<file path="config.mk">
export PLATFORM = sky130hd
export DESIGN_NAME = rffp_accumulator_flat
export DESIGN_NICKNAME = d
export VERILOG_FILES = /design/src/rtl/rffp_pkg.sv /design/src/rtl/rffp_accumulator_if.sv /design/src/rtl/rffp_lzc.sv /design/src/rtl/rffp_accumulator.sv /design/src/flat_wrapper.sv
export SDC_FILE = /design/constraint.sdc
export NUM_CORES = 1
export LEC_CHECK = 0
export ABC_CLOCK_PERIOD_IN_PS = 11050
export CELL_PAD_IN_SITES_DETAIL_PLACEMENT = 0
export CELL_PAD_IN_SITES_GLOBAL_PLACEMENT = 1
export CORE_AREA = 3 3 125 187
export DETAILED_ROUTE_END_ITERATION = 8
export DIE_AREA = 0 0 128 190
export PLACE_DENSITY_LB_ADDON = 0.08
export SYNTH_ARGS = -nofsm -noshare
export SYNTH_HDL_FRONTEND = slang
export SYNTH_SLANG_ARGS = --single-unit
</file>
<file path="constraint.sdc">
create_clock -name clk -period 11.05 [get_ports clk]
set_input_delay 2.21 -clock clk [delete_from_list [all_inputs] [get_ports clk]]
set_output_delay 2.21 -clock clk [all_outputs]
set_load 0.02 [all_outputs]
</file>
<file path="src/rtl/rffp_pkg.sv">
// Shared definitions for the RFFP accumulator: default widths, the unpacked
// product layout and the datapath FSM states.
package rffp_pkg;

    localparam int DEF_EXP_WIDTH  = 8;
    localparam int DEF_MAN_WIDTH  = 7;
    localparam int DEF_GUARD_BITS = 3;
    localparam int DEF_CNT_WIDTH  = 16;

    // Largest representable biased exponent.
    localparam int MAX_EXP  = (1 << DEF_EXP_WIDTH) - 1;
    // Unpacked product: {sign, exp, explicit-one mantissa}.
    localparam int IN_W     = DEF_EXP_WIDTH + DEF_MAN_WIDTH + 2;
    // Packed result: {sign, exp, mantissa without hidden bit}.
    localparam int PACKED_W = DEF_EXP_WIDTH + DEF_MAN_WIDTH + 1;
    // Internal accumulator mantissa: hidden bit + stored bits + guard bits.
    localparam int W        = DEF_MAN_WIDTH + 1 + DEF_GUARD_BITS;

    typedef struct packed {
        logic                     sign;
        logic [DEF_EXP_WIDTH-1:0] exp;
        logic [DEF_MAN_WIDTH:0]   mant;
    } rffp_unpacked_t;

    typedef enum logic [2:0] {
        IDLE,
        ALIGN,
        ADD,
        NORM,
        OUT
    } state_t;

endpackage

</file>
<file path="src/rtl/rffp_accumulator_if.sv">
// Product-in / result-out bus of the RFFP accumulator.
//
// Handshake: a transfer happens on a rising clk edge where valid && ready.
// A source holds valid and its payload (data, last) stable until that edge;
// ready may depend on state only, never on valid. out_data/out_count stay
// stable while out_valid is high and out_ready is low.
interface rffp_accumulator_if #(
    parameter int IN_W     = 17,
    parameter int PACKED_W = 16,
    parameter int CNT_W    = 16
);
    logic                in_valid;
    logic                in_ready;
    logic [IN_W-1:0]     in_data;
    logic                in_last;
    logic                out_valid;
    logic                out_ready;
    logic [PACKED_W-1:0] out_data;
    logic [CNT_W-1:0]    out_count;

    // Producer of products and consumer of results.
    modport master (
        output in_valid, in_data, in_last, out_ready,
        input  in_ready, out_valid, out_data, out_count
    );

    // The accumulator itself.
    modport slave (
        input  in_valid, in_data, in_last, out_ready,
        output in_ready, out_valid, out_data, out_count
    );
endinterface

</file>
<file path="src/rtl/rffp_lzc.sv">
// Parameterized leading-zero counter; an all-zero input yields WIDTH.
module rffp_lzc #(
    parameter int WIDTH = 11,
    parameter int CNT_W = $clog2(WIDTH + 1)
) (
    input  logic [WIDTH-1:0] value,
    output logic [CNT_W-1:0] count
);
    // Scan upward so the highest set bit determines the final count.
    always_comb begin
        count = CNT_W'(WIDTH);
        for (int i = 0; i < WIDTH; i++) begin
            if (value[i]) begin
                count = CNT_W'(WIDTH - 1 - i);
            end
        end
    end
endmodule

</file>
<file path="src/rtl/rffp_accumulator.sv">
// Streaming RFFP dot-product accumulator. Each product walks through
// ALIGN -> ADD -> NORM; the vector's final term then presents a rounded,
// packed result in OUT until the consumer takes it.
module rffp_accumulator
    import rffp_pkg::*;
#(
    parameter int RFFP_EXP_WIDTH = DEF_EXP_WIDTH,
    parameter int RFFP_MAN_WIDTH = DEF_MAN_WIDTH,
    parameter int GUARD_BITS     = DEF_GUARD_BITS,
    parameter int CNT_WIDTH      = DEF_CNT_WIDTH
) (
    input  logic              clk,
    input  logic              rst_n,
    input  logic              clear,
    rffp_accumulator_if.slave bus,
    output state_t            dbg_state
);
    localparam int EXP_W  = RFFP_EXP_WIDTH;
    localparam int MAN_W  = RFFP_MAN_WIDTH;
    localparam int ACC_W  = MAN_W + 1 + GUARD_BITS;
    localparam int EXT_W  = EXP_W + 2;
    localparam int LZ_W   = $clog2(ACC_W + 1);
    localparam int DIN_W  = EXP_W + MAN_W + 2;
    localparam int DOUT_W = EXP_W + MAN_W + 1;
    localparam logic [EXP_W-1:0] MAX_E = '1;

    state_t state, state_next;

    // Accumulator, kept normalized (bit ACC_W-1 set) or exactly +0.
    logic               acc_sign;
    logic [EXP_W-1:0]   acc_exp;
    logic [ACC_W-1:0]   acc_mant;
    // Captured operand.
    logic               op_sign;
    logic [EXP_W-1:0]   op_exp;
    logic [ACC_W-1:0]   op_mant;
    logic               op_last;
    // Aligned pair (a = accumulator side, b = operand side).
    logic               a_sign, b_sign;
    logic [ACC_W-1:0]   a_mant, b_mant;
    logic [EXP_W-1:0]   res_exp;
    // Raw sum including carry-out bit.
    logic               sum_sign;
    logic [ACC_W:0]     sum_mant;
    logic [CNT_WIDTH-1:0] count;

    logic               acc_big;
    logic [EXP_W-1:0]   exp_diff;
    logic [ACC_W-1:0]   acc_shift, op_shift;
    logic               add_sign;
    logic [ACC_W:0]     add_mant;
    logic [LZ_W-1:0]    lz;
    logic [EXT_W-1:0]   norm_exp_x;
    logic [ACC_W-1:0]   norm_mant_x;
    logic               norm_sign;
    logic [EXP_W-1:0]   norm_exp;
    logic [ACC_W-1:0]   norm_mant;
    logic [MAN_W+1:0]   rnd_mant;
    logic [EXP_W:0]     rnd_exp;
    logic [DOUT_W-1:0]  rnd_data;

    rffp_lzc #(.WIDTH(ACC_W)) u_lzc (
        .value(sum_mant[ACC_W-1:0]),
        .count(lz)
    );

    assign dbg_state     = state;
    assign bus.out_count = count;

    // State register.
    always_ff @(posedge clk or negedge rst_n) begin
        if (!rst_n) begin
            state <= IDLE;
        end else begin
            state <= state_next;
        end
    end

    // Next state and handshake outputs; clear forces IDLE from anywhere.
    always_comb begin
        state_next    = state;
        bus.in_ready  = 1'b0;
        bus.out_valid = 1'b0;
        bus.out_data  = '0;
        case (state)
            IDLE: begin
                bus.in_ready = 1'b1;
                if (bus.in_valid) state_next = ALIGN;
            end
            ALIGN: state_next = ADD;
            ADD:   state_next = NORM;
            NORM:  state_next = op_last ? OUT : IDLE;
            OUT: begin
                bus.out_valid = 1'b1;
                bus.out_data  = rnd_data;
                if (bus.out_ready) state_next = IDLE;
            end
            default: state_next = IDLE;
        endcase
        if (clear) state_next = IDLE;
    end

    // Align: shift the smaller-exponent mantissa right; too far means zero.
    always_comb begin
        acc_big   = (acc_exp >= op_exp);
        exp_diff  = acc_big ? (acc_exp - op_exp) : (op_exp - acc_exp);
        acc_shift = acc_mant;
        op_shift  = op_mant;
        if (acc_big) begin
            op_shift = (exp_diff >= EXP_W'(ACC_W)) ? '0 : (op_mant >> exp_diff);
        end else begin
            acc_shift = (exp_diff >= EXP_W'(ACC_W)) ? '0 : (acc_mant >> exp_diff);
        end
    end

    // Add/subtract magnitudes; the larger magnitude supplies the sign.
    always_comb begin
        add_sign = a_sign;
        add_mant = '0;
        if (a_sign == b_sign) begin
            add_mant = {1'b0, a_mant} + {1'b0, b_mant};
        end else if (a_mant >= b_mant) begin
            add_mant = {1'b0, a_mant - b_mant};
        end else begin
            add_mant = {1'b0, b_mant - a_mant};
            add_sign = b_sign;
        end
    end

    // Normalize the sum, flushing underflow/zero to +0 and saturating overflow.
    always_comb begin
        norm_mant_x = sum_mant[ACC_W-1:0] << lz;
        norm_exp_x  = {2'b00, res_exp} - EXT_W'(lz);
        if (sum_mant[ACC_W]) begin
            norm_mant_x = sum_mant[ACC_W:1];
            norm_exp_x  = {2'b00, res_exp} + EXT_W'(1);
        end
        norm_sign = sum_sign;
        norm_exp  = norm_exp_x[EXP_W-1:0];
        norm_mant = norm_mant_x;
        if (sum_mant == '0 || norm_exp_x[EXT_W-1] || norm_exp_x == '0) begin
            norm_sign = 1'b0;
            norm_exp  = '0;
            norm_mant = '0;
        end else if (norm_exp_x > {2'b00, MAX_E}) begin
            norm_exp  = MAX_E;
            norm_mant = '1;
        end
    end

    // Round half-up on the top guard bit and repack without the hidden bit.
    always_comb begin
        rnd_mant = {1'b0, acc_mant[ACC_W-1:GUARD_BITS]}
                 + (MAN_W+2)'(acc_mant[GUARD_BITS-1]);
        rnd_exp  = {1'b0, acc_exp};
        if (rnd_mant[MAN_W+1]) begin
            rnd_mant = rnd_mant >> 1;
            rnd_exp  = rnd_exp + (EXP_W+1)'(1);
        end
        if (rnd_exp > {1'b0, MAX_E}) begin
            rnd_exp  = {1'b0, MAX_E};
            rnd_mant = '1;
        end
        rnd_data = {acc_sign, rnd_exp[EXP_W-1:0], rnd_mant[MAN_W-1:0]};
    end

    // Datapath registers advanced by the current state.
    always_ff @(posedge clk or negedge rst_n) begin
        if (!rst_n) begin
            acc_sign <= 1'b0;
            acc_exp  <= '0;
            acc_mant <= '0;
            op_sign  <= 1'b0;
            op_exp   <= '0;
            op_mant  <= '0;
            op_last  <= 1'b0;
            a_sign   <= 1'b0;
            b_sign   <= 1'b0;
            a_mant   <= '0;
            b_mant   <= '0;
            res_exp  <= '0;
            sum_sign <= 1'b0;
            sum_mant <= '0;
            count    <= '0;
        end else if (clear) begin
            acc_sign <= 1'b0;
            acc_exp  <= '0;
            acc_mant <= '0;
            op_last  <= 1'b0;
            count    <= '0;
        end else begin
            case (state)
                IDLE: begin
                    if (bus.in_valid) begin
                        op_sign <= bus.in_data[DIN_W-1];
                        op_exp  <= bus.in_data[DIN_W-2 -: EXP_W];
                        op_mant <= (bus.in_data[DIN_W-2 -: EXP_W] == '0) ? '0 :
                                   {bus.in_data[MAN_W:0], {GUARD_BITS{1'b0}}};
                        op_last <= bus.in_last;
                        if (count != '1) count <= count + 1'b1;
                    end
                end
                ALIGN: begin
                    a_sign  <= acc_sign;
                    b_sign  <= op_sign;
                    a_mant  <= acc_shift;
                    b_mant  <= op_shift;
                    res_exp <= acc_big ? acc_exp : op_exp;
                end
                ADD: begin
                    sum_sign <= add_sign;
                    sum_mant <= add_mant;
                end
                NORM: begin
                    acc_sign <= norm_sign;
                    acc_exp  <= norm_exp;
                    acc_mant <= norm_mant;
                end
                OUT: begin
                    if (bus.out_ready) begin
                        acc_sign <= 1'b0;
                        acc_exp  <= '0;
                        acc_mant <= '0;
                        count    <= '0;
                    end
                end
                default: ;
            endcase
        end
    end
endmodule

</file>
<file path="src/flat_wrapper.sv">
// flat-port wrapper written by rule: the top's interface ports become plain ports
module rffp_accumulator_flat import rffp_pkg::*;
#(
    parameter int RFFP_EXP_WIDTH = DEF_EXP_WIDTH,
    parameter int RFFP_MAN_WIDTH = DEF_MAN_WIDTH,
    parameter int GUARD_BITS     = DEF_GUARD_BITS,
    parameter int CNT_WIDTH      = DEF_CNT_WIDTH
)
  (clk, rst_n, clear, dbg_state, bus_in_valid, bus_in_data, bus_in_last, bus_out_ready, bus_in_ready, bus_out_valid, bus_out_data, bus_out_count);
  rffp_accumulator_if bus_i ();
  input  logic clk;
  input  logic rst_n;
  input  logic clear;
  output state_t dbg_state;
  input wire logic [$bits(bus_i.in_valid)-1:0] bus_in_valid;
  input wire logic [$bits(bus_i.in_data)-1:0] bus_in_data;
  input wire logic [$bits(bus_i.in_last)-1:0] bus_in_last;
  input wire logic [$bits(bus_i.out_ready)-1:0] bus_out_ready;
  output wire logic [$bits(bus_i.in_ready)-1:0] bus_in_ready;
  output wire logic [$bits(bus_i.out_valid)-1:0] bus_out_valid;
  output wire logic [$bits(bus_i.out_data)-1:0] bus_out_data;
  output wire logic [$bits(bus_i.out_count)-1:0] bus_out_count;
  assign bus_i.in_valid = bus_in_valid;
  assign bus_i.in_data = bus_in_data;
  assign bus_i.in_last = bus_in_last;
  assign bus_i.out_ready = bus_out_ready;
  assign bus_in_ready = bus_i.in_ready;
  assign bus_out_valid = bus_i.out_valid;
  assign bus_out_data = bus_i.out_data;
  assign bus_out_count = bus_i.out_count;
  rffp_accumulator #(.RFFP_EXP_WIDTH(RFFP_EXP_WIDTH), .RFFP_MAN_WIDTH(RFFP_MAN_WIDTH), .GUARD_BITS(GUARD_BITS), .CNT_WIDTH(CNT_WIDTH)) u_core (.clk(clk), .rst_n(rst_n), .clear(clear), .bus(bus_i), .dbg_state(dbg_state));
endmodule
</file>
==> results by group <==
Yosys
  – Mapped Nets: approximately 1100
  – Syn Area/Cell: approximately 8.5 um2
  – Cell variety after synth: 85
  – Post-synthesis cell area: 8640 um2
  – Syn Inst Count: 1015
  – FF+latch count, synth: 102
  – Seq/Total Area, Yosys: between 20 and 30%
  – Syn. warnings: 0
  – Post-synth ARST share: 100%
  – Post-synth EDFFs: 0
  – Ys flop type: dfrtp_1

Setup path
  – Setup crit start: u_core.acc_mant[3]
  – Critical Path AT: 3.78 ns
  – Worst setup SP type: flop
  – CP max FO: 11
  – Critical path depth: 11
  – FF-to-FF Start: u_core.sum_mant[3]
  – Crit end category: primary output
  – Crit-path leading delay family: simple AND/OR/NAND/NOR gates
  – Worst path bufs/invs: 1
  – Slowest CP cell: clkdlybuf4s50_1
  – Worst-path cell chain: ha_1, ha_1, and3_1, and3_1, nand3_1, nor3_1, nand2_1, or2_2, a21boi_0, a21oi_1, clkdlybuf4s50_1
  – Critical path required time: about 9 ns
  – Crit Path Category: flop to primary output
  – Worst path max stage delay: 0.64 ns
  – Depth of the most critical reg-to-reg path: 15

Floorplan
  – Die Ht: 190 um
  – Core Rows: 66
  – I/O pins: 60
  – Die X-Extent: ~130 um
  – Die ar.: 24300 um2
  – Core ar.: around 22000 um2
  – Initial Utilization: between 30% and 40%

Route
  – DRT antenna net count: 0
  – DR pass1 iterations: 5
  – Remaining DRCs: 0
  – Routed length per instance: 20.5 um
  – Via density: 5.76
  – WL final: about 27000 um
  – DR iter-0 viols: 467
  – Via count: 7535

Timing
  – Hold Vio Cnt, Final: 0
  – RSZ-0062 raised after global routing: false
  – Worst slew pin tran: 1.12 ns
  – Max Slew Vio Count: 0
  – Final setup violation count: 0
  – Fin crit share: 54.2%
  – Min Tclk post-route: 5.99 ns
  – Final worst-path setup slack: roughly 5 ns
  – Post-Route Setup TNS: 0 ns
  – Max Clk Rate: around 0.17 GHz
  – Slew headroom: 24.8%
  – Clock Skew: around 0.011 ns

Clock tree
  – Cts bufs inserted: 9
  – Clock-pin slew on the worst setup and hold paths: ~0.070 ns
  – CTS tree: done
  – CTS sink cnt: around 100
  – Post-CTS Repair Setup Buffers: 0
  – Clock buffer depth: 2
  – Hold Buf Count CTS: 0
  – CTS root buffer: clkbuf_16
  – Number of gates resized after cts: 0
  – Worst skew pair latency: 0.36 ns
  – H-tree levels: 3

GRT
  – Met2 Usage GRT: 39.8%
  – Total grt overflow: 0
  – Total track usage: 22.6%
  – Initial antenna violation count: 0
  – Largest net degree at the start of global routing: 71
  – Global-route wire length before repair: 42800 um
  – GR Layer Usage met3: 2.72%
  – Number of global-route vias before repair: 7591
  – Met1 capacity usage during global routing: 27.8%
  – GR peak layer: met2

Run
  – Max-cap violations: 0

Placed design
  – Pre-CTS WS: 5.48 ns
  – Routability congestion estimate: 0.912
  – Post-DP HPWL: between 20000 and 25000 um
  – DP Cell Count: 1294
  – Port Buffers: 59

Hold path
  – Hold path startpoint: u_core.sum_sign
  – Hold WC Path Type: flop to flop
  – WHS Path Cells: 2

Power and ir drop
  – Internal: 1.15 mW
  – Sw power: a little under 1 mW
  – Leak Pwr: between 4 and 5 nW
  – Power share of the sequential group: between 20% and 30%
  – Net Sw Frac: about 46%
  – Pwr Density: 222 nW/um2
  – Clk pwr share: 17.4%
  – Tot Pwr: 2.14 mW
  – VDD IR max: 0.0000726 V
  – Combinational power share: 55.5%

Cells and area
  – Commonest cells after routing, fill and taps aside: nand2_1 (119), dfrtp_1 (102), o21ai_0 (75)
  – Layout cell share with drive strength beyond 1: about 7.5%
  – Most common cell after layout, fill and taps aside: nand2_1
  – Area grow syn2layout: 11.6%
  – Antenna diode count: 0
  – Final net count: 1119
  – Fin cells: approximately 1300
  – Filler cells: 2235

Status
  – Status: finished clean
[metrics by stage]
stage,util [%],hold slack (ns),area [um2]
3_3_place_gp,42.7,0.470,9310
2_1_floorplan,-,0.438,8640
4_1_cts,44.2,0.502,9640
6_report,44.2,0.504,9640
5_1_grt,44.2,0.564,9640
3_5_place_dp,42.7,0.484,9310
[Yosys cell counts, types with 4 or more instances]
master	count	area share (%)
and2_1	9	0.65
buf_2	7	0.41
nor3_1	14	0.81
fa_1	6	1.4
nand3_1	37	2.1
and3_1	21	1.5
a21o_1	12	1.0
clkbuf_8	7	1.1
mux4_2	11	2.9
o21a_1	8	0.69
ha_1	57	8.3
a2111oi_0	4	0.41
o21ai_0	75	4.3
a22o_1	9	0.91
nor4_1	11	0.80
a21boi_0	5	0.43
o221ai_1	9	0.91
o22ai_1	7	0.51
dfrtp_1	102	30
clkbuf_1	41	1.8
xor2_1	8	0.81
a221o_1	7	0.81
a221oi_1	11	1.1
mux2i_1	38	4.4
a21oi_1	71	4.1
o31ai_1	8	0.69
buf_6	4	0.52
a22oi_1	7	0.61
nand4_1	7	0.51
inv_1	71	3.1
nor2_1	68	3.0
a31oi_1	5	0.36
nand2b_1	9	0.65
o21bai_1	8	0.69
xnor2_1	26	2.6
nor2b_1	11	0.80
or2_2	4	0.29
mux2_2	10	1.3
nand2_1	119	5.2
[tightest hold or removal path, cell delays in order, from the launching register on]
cell     delay, ns
dfrtp_1       0.36
nand2_1       0.05
o21ai_0       0.06
[kinds of logic (layout without fill, tap and decap cells)]
| kind of cell | after synthesis | count (layout) | synth area share [%] |
|---|---|---|---|
| AOI/OAI and AO/OA | 285 | 285 | 21.8 |
| buffers and inverters | 134 | 156 | 7.14 |
| and+or+nand+nor | 333 | 333 | 18.8 |
| xor gates and xnor gates | 37 | 37 | 4.01 |
| adders and majority gates | 63 | 63 | 9.64 |
| DFF | 102 | 102 | 29.5 |
| muxes | 61 | 61 | 8.99 |
[per-layer routing]
metal  wire length, um  vias up
met1             11200     3650
met5                 0        -
met2             13800      182
li1                  -     3661
met3               861       42
met4               928        0
[registers in the layout (all words and copies together), names as in the netlist]
| signal | count |
|---|---|
| u_core.op_sign | 1 |
| u_core.op_mant | 8 |
| u_core.dbg_state | 3 |
| u_core.sum_sign | 1 |
| u_core.sum_mant | 12 |
| u_core.a_sign | 1 |
| u_core.acc_sign | 1 |
| u_core.a_mant | 11 |
| u_core.acc_mant | 11 |
| u_core.op_last | 1 |
| u_core.bus.out_count | 16 |
| u_core.res_exp | 8 |
| u_core.b_sign | 1 |
| u_core.op_exp | 8 |
| u_core.b_mant | 11 |
| u_core.acc_exp | 8 |
[path summary, 6_finish.rpt]
path,end,slack [ns]
min reg2reg,u_core.sum_sign,0.50
max,bus_out_data[4],5.06
max reg2reg,u_core.acc_exp[7],6.79
min,u_core.sum_sign,0.50
max in group asynchronous,u_core.dbg_state[1],7.97
min in group asynchronous,u_core.op_mant[7],1.78
[layout make-up]
cell class                      count  area (um2)  area share [%]
Sequential cell                   102        2550            26.5
Inverter                           72         270            2.80
Timing Repair Buffer               69         663            6.88
Clock inverter                      4        95.1           0.986
Multi-Input combinational cell    779        5480            56.8
Clock buffer                       11         243            2.52
Tap cell                          272         340            3.53
[power by group through the flow]
stage,Sequential (mW),Clock (mW),Combinational [mW]
floorplan,0.511,0,0.919
global placement,0.587,0,1.19
detailed placement,0.587,0,1.19
CTS,0.581,0.381,1.20
global route,0.595,0.393,1.32
finish,0.581,0.373,1.19
Note: power is estimated with default switching activity, not from simulation.
